--- config.mk ---
export PLATFORM = sky130hd
export DESIGN_NAME = multicycle_control
export DESIGN_NICKNAME = d
export VERILOG_FILES = /design/src/rtl/multicycle_control_pkg.sv /design/src/rtl/multicycle_control_fp_latency_counter.sv /design/src/rtl/multicycle_control.sv
export SDC_FILE = /design/constraint.sdc
export NUM_CORES = 1
export LEC_CHECK = 0
export BUFFER_PORTS_ARGS = -buffer_cell sky130_fd_sc_hd__buf_2
export CORE_AREA = 3 3 45 47
export DETAILED_ROUTE_END_ITERATION = 12
export DIE_AREA = 0 0 48 50
export GPL_TIMING_DRIVEN = 1
export PLACE_DENSITY_LB_ADDON = 0.05
export SLEW_MARGIN = 20
export SYNTH_ARGS = -nofsm -noshare
export SYNTH_HDL_FRONTEND = slang
export SYNTH_SLANG_ARGS = --single-unit
--- constraint.sdc ---
create_clock -name clk -period 5.4 [get_ports clk]
set_input_delay 0.27 -clock clk [delete_from_list [all_inputs] [get_ports clk]]
set_output_delay 0.27 -clock clk [all_outputs]
set_load 0.05 [all_outputs]
--- src/rtl/multicycle_control_pkg.sv ---
// rtl/multicycle_control_pkg.sv - shared opcodes, FSM states and datapath select encodings
//
// Purpose: constants shared by the multi-cycle controller and its helpers.
// Ports: none (package).
package multicycle_control_pkg;

  // Recognised major opcodes (IR[6:0]).
  localparam logic [6:0] OP_JAL   = 7'b1101111;
  localparam logic [6:0] OP_BEQ   = 7'b1100011;
  localparam logic [6:0] OP_LW    = 7'b0000011;
  localparam logic [6:0] OP_SW    = 7'b0100011;
  localparam logic [6:0] OP_FSW   = 7'b0100111;
  localparam logic [6:0] OP_ADDI  = 7'b0010011;
  localparam logic [6:0] OP_ADD   = 7'b0110011;
  localparam logic [6:0] OP_RFSOP = 7'b1010011;

  typedef enum logic [3:0] {
    S_FETCH,
    S_DECODE,
    S_EXEC,
    S_MEM,
    S_MEMWB,
    S_WB,
    S_BRANCH,
    S_JAL,
    S_FPEXEC,
    S_FPWB,
    S_ILL
  } state_t;

  // alu_op
  localparam logic [1:0] ALU_ADD   = 2'd0;
  localparam logic [1:0] ALU_SUB   = 2'd1;
  localparam logic [1:0] ALU_FUNCT = 2'd2;

  // alu_src_a
  localparam logic [1:0] SRCA_PC    = 2'd0;
  localparam logic [1:0] SRCA_RS1   = 2'd1;
  localparam logic [1:0] SRCA_OLDPC = 2'd2;

  // alu_src_b
  localparam logic [1:0] SRCB_RS2  = 2'd0;
  localparam logic [1:0] SRCB_FOUR = 2'd1;
  localparam logic [1:0] SRCB_IMM  = 2'd2;

  // reg_src
  localparam logic [1:0] REG_ALUOUT = 2'd0;
  localparam logic [1:0] REG_MDR    = 2'd1;
  localparam logic [1:0] REG_PC     = 2'd2;

  // pc_src
  localparam logic PCSRC_ALU    = 1'b0;
  localparam logic PCSRC_ALUOUT = 1'b1;

  function automatic logic is_store(input logic [6:0] op);
    return (op == OP_SW) || (op == OP_FSW);
  endfunction

endpackage

--- src/rtl/multicycle_control_fp_latency_counter.sv ---
// rtl/multicycle_control_fp_latency_counter.sv - loadable down-counter timing the FP execute phase
//
// Purpose: holds the remaining FP execute cycles.
// Ports: clk, rst (async, active-high); load/load_val set the count;
//        dec decrements (saturating at 0); count and zero report status.
module fp_latency_counter #(
  parameter int CNT_W = 4
) (
  input  logic             clk,
  input  logic             rst,
  input  logic             load,
  input  logic [CNT_W-1:0] load_val,
  input  logic             dec,
  output logic [CNT_W-1:0] count,
  output logic             zero
);

  assign zero = (count == '0);

  always_ff @(posedge clk or posedge rst) begin
    if (rst) begin
      count <= '0;
    end else if (load) begin
      count <= load_val;
    end else if (dec && !zero) begin
      count <= count - 1'b1;
    end
  end

endmodule

--- src/rtl/multicycle_control.sv ---
// rtl/multicycle_control.sv - multi-cycle instruction sequencing FSM with memory handshake and FP phase
//
// Purpose: sequences each instruction through fetch/decode/execute/memory/writeback
//          and drives the datapath, memory port and register-file strobes.
// Ports: clk, rst (async, active-high), run (permit new fetch), opcode (IR[6:0]),
//        mem_ready (memory handshake); outputs are memory request controls,
//        IR/PC load enables, ALU/PC/register-source selects, register-file
//        writes, fp_start, illegal and retire strobes.
module multicycle_control
  import multicycle_control_pkg::*;
#(
  parameter int FP_LATENCY = 3,
  parameter int ENABLE_FP  = 1,
  parameter int CNT_W      = 4
) (
  input  logic       clk,
  input  logic       rst,
  input  logic       run,
  input  logic [6:0] opcode,
  input  logic       mem_ready,
  output logic       mem_req,
  output logic       mem_we,
  output logic       iord,
  output logic       ir_write,
  output logic       pc_write,
  output logic       pc_write_cond,
  output logic       pc_src,
  output logic [1:0] alu_src_a,
  output logic [1:0] alu_src_b,
  output logic [1:0] alu_op,
  output logic [1:0] reg_src,
  output logic       reg_write,
  output logic       freg_write,
  output logic       fp_start,
  output logic       illegal,
  output logic       retire
);

  localparam logic [CNT_W-1:0] LAT_M1 = CNT_W'(FP_LATENCY - 1);
  localparam logic             FP_EN  = (ENABLE_FP != 0);

  state_t           state, next;
  logic             fp_load, fp_dec, fp_zero;
  logic [CNT_W-1:0] fp_count;

  fp_latency_counter #(.CNT_W(CNT_W)) u_fp_cnt (
    .clk      (clk),
    .rst      (rst),
    .load     (fp_load),
    .load_val (LAT_M1),
    .dec      (fp_dec),
    .count    (fp_count),
    .zero     (fp_zero)
  );

  always_ff @(posedge clk or posedge rst) begin
    if (rst) begin
      state <= S_FETCH;
    end else begin
      state <= next;
    end
  end

  always_comb begin
    next          = state;
    fp_load       = 1'b0;
    fp_dec        = 1'b0;
    mem_req       = 1'b0;
    mem_we        = 1'b0;
    iord          = 1'b0;
    ir_write      = 1'b0;
    pc_write      = 1'b0;
    pc_write_cond = 1'b0;
    pc_src        = PCSRC_ALU;
    alu_src_a     = SRCA_PC;
    alu_src_b     = SRCB_RS2;
    alu_op        = ALU_ADD;
    reg_src       = REG_ALUOUT;
    reg_write     = 1'b0;
    freg_write    = 1'b0;
    fp_start      = 1'b0;
    illegal       = 1'b0;
    retire        = 1'b0;

    case (state)
      S_FETCH: begin
        if (run) begin
          mem_req = 1'b1;
          iord    = 1'b0;
          if (mem_ready) begin
            ir_write  = 1'b1;
            pc_write  = 1'b1;
            alu_src_a = SRCA_PC;
            alu_src_b = SRCB_FOUR;
            pc_src    = PCSRC_ALU;
            next      = S_DECODE;
          end
        end
      end
      S_DECODE: begin
        // Branch/jump target computed speculatively into ALUOut.
        alu_src_a = SRCA_OLDPC;
        alu_src_b = SRCB_IMM;
        alu_op    = ALU_ADD;
        case (opcode)
          OP_LW, OP_SW, OP_ADDI, OP_ADD: next = S_EXEC;
          OP_FSW:  next = FP_EN ? S_EXEC : S_ILL;
          OP_BEQ:  next = S_BRANCH;
          OP_JAL:  next = S_JAL;
          OP_RFSOP: begin
            if (FP_EN) begin
              next    = S_FPEXEC;
              fp_load = 1'b1;
            end else begin
              next = S_ILL;
            end
          end
          default: next = S_ILL;
        endcase
      end
      S_EXEC: begin
        alu_src_a = SRCA_RS1;
        if (opcode == OP_ADD) begin
          alu_src_b = SRCB_RS2;
          alu_op    = ALU_FUNCT;
        end else begin
          alu_src_b = SRCB_IMM;
          alu_op    = ALU_ADD;
        end
        next = ((opcode == OP_ADD) || (opcode == OP_ADDI)) ? S_WB : S_MEM;
      end
      S_MEM: begin
        mem_req = 1'b1;
        iord    = 1'b1;
        // Depends only on the stable IR opcode, so it cannot glitch while waiting.
        mem_we  = is_store(opcode);
        if (mem_ready) begin
          if (opcode == OP_LW) begin
            next = S_MEMWB;
          end else begin
            retire = 1'b1;
            next   = S_FETCH;
          end
        end
      end
      S_MEMWB: begin
        reg_write = 1'b1;
        reg_src   = REG_MDR;
        retire    = 1'b1;
        next      = S_FETCH;
      end
      S_WB: begin
        reg_write = 1'b1;
        reg_src   = REG_ALUOUT;
        retire    = 1'b1;
        next      = S_FETCH;
      end
      S_BRANCH: begin
        alu_src_a     = SRCA_RS1;
        alu_src_b     = SRCB_RS2;
        alu_op        = ALU_SUB;
        pc_write_cond = 1'b1;
        pc_src        = PCSRC_ALUOUT;
        retire        = 1'b1;
        next          = S_FETCH;
      end
      S_JAL: begin
        reg_write = 1'b1;
        reg_src   = REG_PC;
        pc_write  = 1'b1;
        pc_src    = PCSRC_ALUOUT;
        retire    = 1'b1;
        next      = S_FETCH;
      end
      S_FPEXEC: begin
        // The counter is loaded on entry and strictly decreases, so it only
        // equals its load value on the first FPEXEC cycle.
        fp_dec   = 1'b1;
        fp_start = (fp_count == LAT_M1);
        if (fp_zero) begin
          next = S_FPWB;
        end
      end
      S_FPWB: begin
        freg_write = 1'b1;
        retire     = 1'b1;
        next       = S_FETCH;
      end
      S_ILL: begin
        illegal = 1'b1;
        retire  = 1'b1;
        next    = S_FETCH;
      end
      default: next = S_FETCH;
    endcase

    if (rst) begin
      fp_load       = 1'b0;
      fp_dec        = 1'b0;
      mem_req       = 1'b0;
      mem_we        = 1'b0;
      iord          = 1'b0;
      ir_write      = 1'b0;
      pc_write      = 1'b0;
      pc_write_cond = 1'b0;
      pc_src        = 1'b0;
      alu_src_a     = 2'd0;
      alu_src_b     = 2'd0;
      alu_op        = 2'd0;
      reg_src       = 2'd0;
      reg_write     = 1'b0;
      freg_write    = 1'b0;
      fp_start      = 1'b0;
      illegal       = 1'b0;
      retire        = 1'b0;
    end
  end

endmodule

==> results of run 1 <==
area by class of cell:
cell class	count	area (µm²)
Sequential cell	8	200.2
Multi-Input combinational cell	93	619.3
Fill cell	151	656.9
Timing Repair Buffer	30	150.1
Inverter	5	18.77
Clock buffer	3	22.52
Tap cell	17	21.27
metrics by stage:
step,hold slack (ns),area [µm²]
after floorplan,0.2902,884.6
final,0.07283,1032
after global placement,0.3431,1010
after CTS,0.07351,1032
after detailed placement,0.3472,1010
after global routing,0.09027,1032
power by group:
group	switching, W	total [W]	internal, W	leakage (nW)
clock network	0.0000204	0.0000458	0.0000254	0.0138
logic	0.000153	0.000238	0.0000850	0.355
registers	0.0000534	0.000137	0.0000833	0.0989
total	0.000227	0.000420	0.000194	0.468
flip-flops by register name (all words and copies together), names as in the netlist:
register	flops
state	4
u_fp_cnt.count	4
cells in the final DEF (no fill, tap or decap), types with 2 or more instances in the layout:
| cell | instances |
|---|---|
| a21oi_1 | 9 |
| o31ai_1 | 3 |
| inv_1 | 5 |
| and4_1 | 3 |
| or2_2 | 2 |
| nand2b_1 | 5 |
| nor3_1 | 7 |
| nor2_1 | 11 |
| or4_1 | 5 |
| nor2b_1 | 2 |
| dfrtp_1 | 8 |
| nor4b_1 | 3 |
| nor4bb_1 | 2 |
| ha_1 | 3 |
| a21o_1 | 2 |
| nand2_1 | 5 |
| buf_2 | 30 |
| a31oi_1 | 2 |
| nand4b_1 | 2 |
| clkbuf_4 | 3 |
| nand3b_1 | 3 |
| or3_1 | 2 |
| nand4bb_1 | 2 |
| o21ai_0 | 5 |
logic make-up after synthesis:
group	count (synthesis)	synth area share, %
DFF	8	22.63
adders and majority gates	3	4.244
xor gates and xnor gates	1	0.9903
and+or+nand+nor	61	44.13
buffers and inverters	15	7.355
AOI/OAI and AO/OA	28	20.65
layer usage:
layer / vias to the layer above / GRT usage (%) / routed length [µm]
met5: - / 0 / 0
met3: 2 / 5.474 / 179
met1: 434 / 27.64 / 1022
li1: 488 / - / -
met4: 0 / 4.036 / 6
met2: 38 / 29.96 / 963
path summary, 6_finish.rpt:
check	startpoint	endpoint	cells past startpoint
max	state[1]$_DFFE_PP0P_	fp_start	3
max reg2reg	state[1]$_DFFE_PP0P_	u_fp_cnt.count[2]$_DFFE_PP0P_	3
min reg2reg	u_fp_cnt.count[0]$_DFFE_PP0P_	u_fp_cnt.count[0]$_DFFE_PP0P_	2
max in group asynchronous	rst	u_fp_cnt.count[1]$_DFFE_PP0P_	2
min	rst	u_fp_cnt.count[3]$_DFFE_PP0P_	2
min in group clk	mem_ready	state[0]$_DFFE_PP0P_	2
critical path, delay by kind of cell (launching register included):
kind / cells / cell delay (ns)
and+or+nand+nor: 2 / 0.96
DFF: 1 / 0.55
buffers and inverters: 1 / 0.29
==> metrics.md, run 1 <==
| Metric | Value |
|---|---|
| Max Root-Sink Buffers | `2` |
| Mapped Area | `884.6 µm²` |
| Max Cap Viol | `0` |
| Yosys reg bits | `8` |
| Main area contributors after synthesis | `dfrtp_1, a21oi_1, nor2_1, ha_1, or4_1` |
| GRT Resource Usage Total | `19.78%` |
| Status | `complete, no violations` |
| Layout Nets | `155` |
| Hold Path Class | `in -> async` |
| Die ar. | `0.002400 mm²` |
| Placed Cells | `153` |
| Power Total | `0.0004203 W` |
| Die width | `48 µm` |
| Vias/cell | `6.167` |
| Initial antenna violation count | `0` |
| Final Cycle Share | `43.06%` |
| DR WL/cell | `13.92 µm` |
| Leak | `0.4676 nW` |
| Slowest stage delay, CP | `0.73 ns` |
| Final HPWL DP | `1669 µm` |
| DR vias | `962` |
| Syn_nets | `130` |
| Max VDD drop | `0.0002678 V` |
| Pwr dens | `407.1 mW/mm²` |
| Placement Rows | `15` |
| Slew margin rel. | `52.12%` |
| Clock transition at path regs | `0.06 ns` |
| Setup Crit Path Kind | `reg -> out` |
| Initial DRC Count | `21` |
| Largest net degree at the start of global routing | `19` |
| Largest area contributor in the netlist | `dfrtp_1` |
| Max FO, Critical Path | `18` |
| Synth top cells by count | `nor2_1, a21oi_1, clkbuf_1, dfrtp_1, nor3_1` |
| Finished Core Util | `61.11%` |
| Clk Latency, worst-skew pair | `0.26 ns` |
| CTS sink cnt | `8` |
| Final setup violation count | `0` |
| CP arrival | `2.06 ns` |
| Syn. warnings | `0` |
| Startpoint types | `flip-flop` |
| Pre-antenna DRT Iters | `4` |
| Unrepaired setup endpoints after global routing | `no` |
| Layout Skew | `0.01101 ns` |
| Post-synth ARST share | `100.0%` |
| Tightest Pin Transition | `0.7117 ns` |
| Fin. Hold Viols | `0` |
| Gate Count Post-Synth | `116` |
| # H-tree levels | `1` |
| Max Transition Viols Final | `0` |
| Share of cells above drive strength 1 | `25.90%` |
| Setup slack, reg-to-reg | `3.32 ns` |
| Antenna Nets Post-Route | `0` |
| CTS Hold Bufs | `0` |
| Final Worst Setup Slack | `3.075 ns` |
| # resized after CTS | `0` |
| # diodes | `0` |
| Non-filler cells, final | `156` |
| Root Buffer | `clkbuf_4` |
| Io pins | `31` |
| CTS Buf Count | `3` |
| Setup TNS | `0 ns` |
| Drt drc | `0` |
| RePlAce Congestion | `0.8289` |
| Main synth FF type | `dfrtp_1` |
| Place WS | `3.355 ns` |
| Avg Cell Area, Syn | `7.626 µm²` |
| IO buf count | `30` |
| Most numerous cell in the Yosys netlist | `nor2_1` |
| WL final | `2171 µm` |
| Area share of the largest cell type after synthesis | `22.63%` |
| CORE AREA | `0.001689 mm²` |
| First-pass GRT wire length | `3519 µm` |
| Post-CTS setup buffer count | `0` |
| Vias in the first global route | `814` |
| Slowest cell on crit path | `or4b_1` |
| Post-synthesis sequential area ratio | `22.63%` |
| Vert. Die Dim | `50 µm` |
| CTS tree | `yes` |
| Syn-to-layout area delta | `16.69%` |
| Unique masters post-synth | `40` |
| Initial Utilization | `52.37%` |
| GRT overflow | `0` |
| Post-synth EDFFs | `0` |
| Worst-path cell chain | `or4b_1 -> nor3_1 -> buf_2` |
| Peak Freq | `0.4301 GHz` |
| CP Data Required Time | `5.13 ns` |
| Critical path capture point type | `output pin` |
| Final min period | `2.325 ns` |
Note: power is estimated with default switching activity, not from simulation.
==> run 2: changes to the inputs <==
--- a/config.mk
+++ b/config.mk
@@ -6,9 +6,9 @@
 export NUM_CORES = 1
 export LEC_CHECK = 0
 export BUFFER_PORTS_ARGS = -buffer_cell sky130_fd_sc_hd__buf_2
-export CORE_AREA = 3 3 45 47
+export CORE_AREA = 3 3 41 61
 export DETAILED_ROUTE_END_ITERATION = 12
-export DIE_AREA = 0 0 48 50
+export DIE_AREA = 0 0 44 64
 export GPL_TIMING_DRIVEN = 1
 export PLACE_DENSITY_LB_ADDON = 0.05
 export SLEW_MARGIN = 20
==> constraint.sdc (replaced) <==
create_clock -name clk -period 1.95 [get_ports clk]
set_input_delay 0.0975 -clock clk [delete_from_list [all_inputs] [get_ports clk]]
set_output_delay 0.0975 -clock clk [all_outputs]
set_load 0.05 [all_outputs]
==> metrics.md, run 2 (synthesis gave the netlist of run 1 again) <==
| Metric | Value |
|---|---|
| Setup Crit Path Kind | `in -> out` |
| Worst-path cell chain | `dlygate4sd3_1 -> buf_2 -> or3_4 -> nor2_2 -> nor4b_4 -> buf_4` |
| Largest net degree at the start of global routing | `18` |
| CP Data Required Time | `1.85 ns` |
| CORE AREA | `0.002052 mm²` |
| Initial Utilization | `43.11%` |
| Max Root-Sink Buffers | `2` |
| DR vias | `1027` |
| Layout Nets | `163` |
| Slowest cell on crit path | `dlygate4sd3_1` |
| Die width | `44 µm` |
| CTS tree | `yes` |
| Layout Skew | `0.009318 ns` |
| Initial DRC Count | `31` |
| Root Buffer | `clkbuf_4` |
| Final Worst Setup Slack | `0.06970 ns` |
| Hold Path Class | `in -> reg` |
| CTS sink cnt | `8` |
| Most frequent cells in the layout | `buf_2, a21oi_1, nor2_1, buf_4, dfrtp_1` |
| Worst path top cell family by delay | `buffers and inverters` |
| Status | `complete, no violations` |
| GRT Resource Usage Total | `21.18%` |
| Max VDD drop | `0.0008807 V` |
| Final min period | `1.880 ns` |
| Vias in the first global route | `994` |
| Peak Freq | `0.5318 GHz` |
| Syn-to-layout area delta | `31.82%` |
| Post-CTS setup buffer count | `0` |
| First-pass GRT wire length | `4512 µm` |
| Worst Setup SP | `rst` |
| FF/Latch Area | `200.2 µm²` |
| Non-filler cells, final | `169` |
| WL final | `2662 µm` |
| Slowest stage delay, CP | `0.53 ns` |
| Vias/cell | `6.077` |
| Hold path start | `mem_ready` |
| Final Cycle Share | `96.43%` |
| Clock transition at path regs | `0.04 ns` |
| Max FO, Critical Path | `16` |
| # fillers | `203` |
| Pwr dens | `1110 mW/mm²` |
| Die ar. | `0.002816 mm²` |
| DR WL/cell | `15.75 µm` |
| Multi-input combinational cell area | `676.9 µm²` |
| Place WS | `0.1126 ns` |
| Leak | `0.5211 nW` |
| Max Transition Viols Final | `0` |
| GRT overflow | `0` |
| Top Registers | `state x4, u_fp_cnt.count x4` |
| Final setup violation count | `0` |
| Tightest Pin Transition | `0.3592 ns` |
| Drt drc | `0` |
| Fin. Hold Viols | `0` |
| Antenna Nets Post-Route | `0` |
| IO buf count | `30` |
| RePlAce Congestion | `0.8367` |
| # diodes | `0` |
| Share of cells above drive strength 1 | `36.05%` |
| Io pins | `31` |
| Vert. Die Dim | `64 µm` |
| CTS Buf Count | `3` |
| Worst r2r src | `state[1]$_DFFE_PP0P_` |
| Power Total | `0.001294 W` |
| Placed Cells | `165` |
| Initial antenna violation count | `0` |
| Startpoint types | `input pin` |
| Worst path bufs/invs | `3` |
| Slew margin rel. | `75.72%` |
| Final HPWL DP | `2095 µm` |
| Placement Rows | `20` |
| Max Cap Viol | `0` |
| Clk Latency, worst-skew pair | `0.26 ns` |
| CP arrival | `1.78 ns` |
| Critical path capture point type | `output pin` |
| # H-tree levels | `1` |
| Pre-antenna DRT Iters | `4` |
| Most common cell after layout, fill and taps aside | `buf_2` |
| Unrepaired setup endpoints after global routing | `no` |
-- run 2: cell count changes in the layout (fill, tap and decap cells not counted), moves of 2 or more --
cell / before / now
buf_2: 30 / 27
buf_4: 0 / 9
nor2_1: 11 / 9
nor2_2: 0 / 2
nor3_1: 7 / 3
nor3_2: 0 / 4
-- run 2: worst register-to-register path: stages (launching register included) --
cell	delay (ns)
dfrtp_1	0.37
or4b_4	0.60
or4_1	0.52
a21oi_1	0.16
-- run 2: what timing repair did --
action	in CTS	in global routing
endpoints found under the setup margin	2	7
hold buffers	1	0
gates resized for setup	3	3
endpoints found under the hold margin	8	0
-- run 2: routing by layer --
metal | GRT usage (%) | up-vias | wire, µm | part of all wire (%)
li1 | - | 501 | - | -
met1 | 24.10 | 483 | 1094 | 41
met2 | 36.31 | 39 | 1377 | 52
met3 | 5.352 | 4 | 141 | 5.3
met4 | 8.302 | 0 | 48 | 1.8
met5 | 0 | - | 0 | 0
-- run 2: final cells by class --
cell class | instances | area share (%)
repair buffers | 38 | 18.88
well taps | 22 | 2.361
clock buffers | 3 | 1.931
inverters | 5 | 1.609
multi-input cells | 93 | 58.05
flip-flops and latches | 8 | 17.17
-- run 2: per-stage QoR --
stage	instance area (µm²)	setup TNS [ns]	utilization [%]	hold WS (ns)
floorplan	930.9	-0.2909	-	0.1661
global placement	1115	0	54.33	0.1965
detailed placement	1115	0	54.33	0.1998
CTS	1157	0	56.40	0.1610
global route	1166	0	56.83	0.1804
finish	1166	0	56.83	0.1678
-- run 2: worst paths after layout --
check	cells past startpoint	slack (ns)	to
min reg2reg	2	0.57	u_fp_cnt.count[0]$_DFFE_PP0P_
max reg2reg	3	0.23	u_fp_cnt.count[2]$_DFFE_PP0P_
min	2	0.17	state[0]$_DFFE_PP0P_
min in group asynchronous	3	0.47	u_fp_cnt.count[3]$_DFFE_PP0P_
max in group asynchronous	3	1.24	state[1]$_DFFE_PP0P_
max	6	0.07	mem_we
-- run 2: report_power, final --
group          switching (W)  internal [W]
sequential         0.0000552      0.000232
combinational       0.000577      0.000303
clock              0.0000552     0.0000703
total               0.000688      0.000606
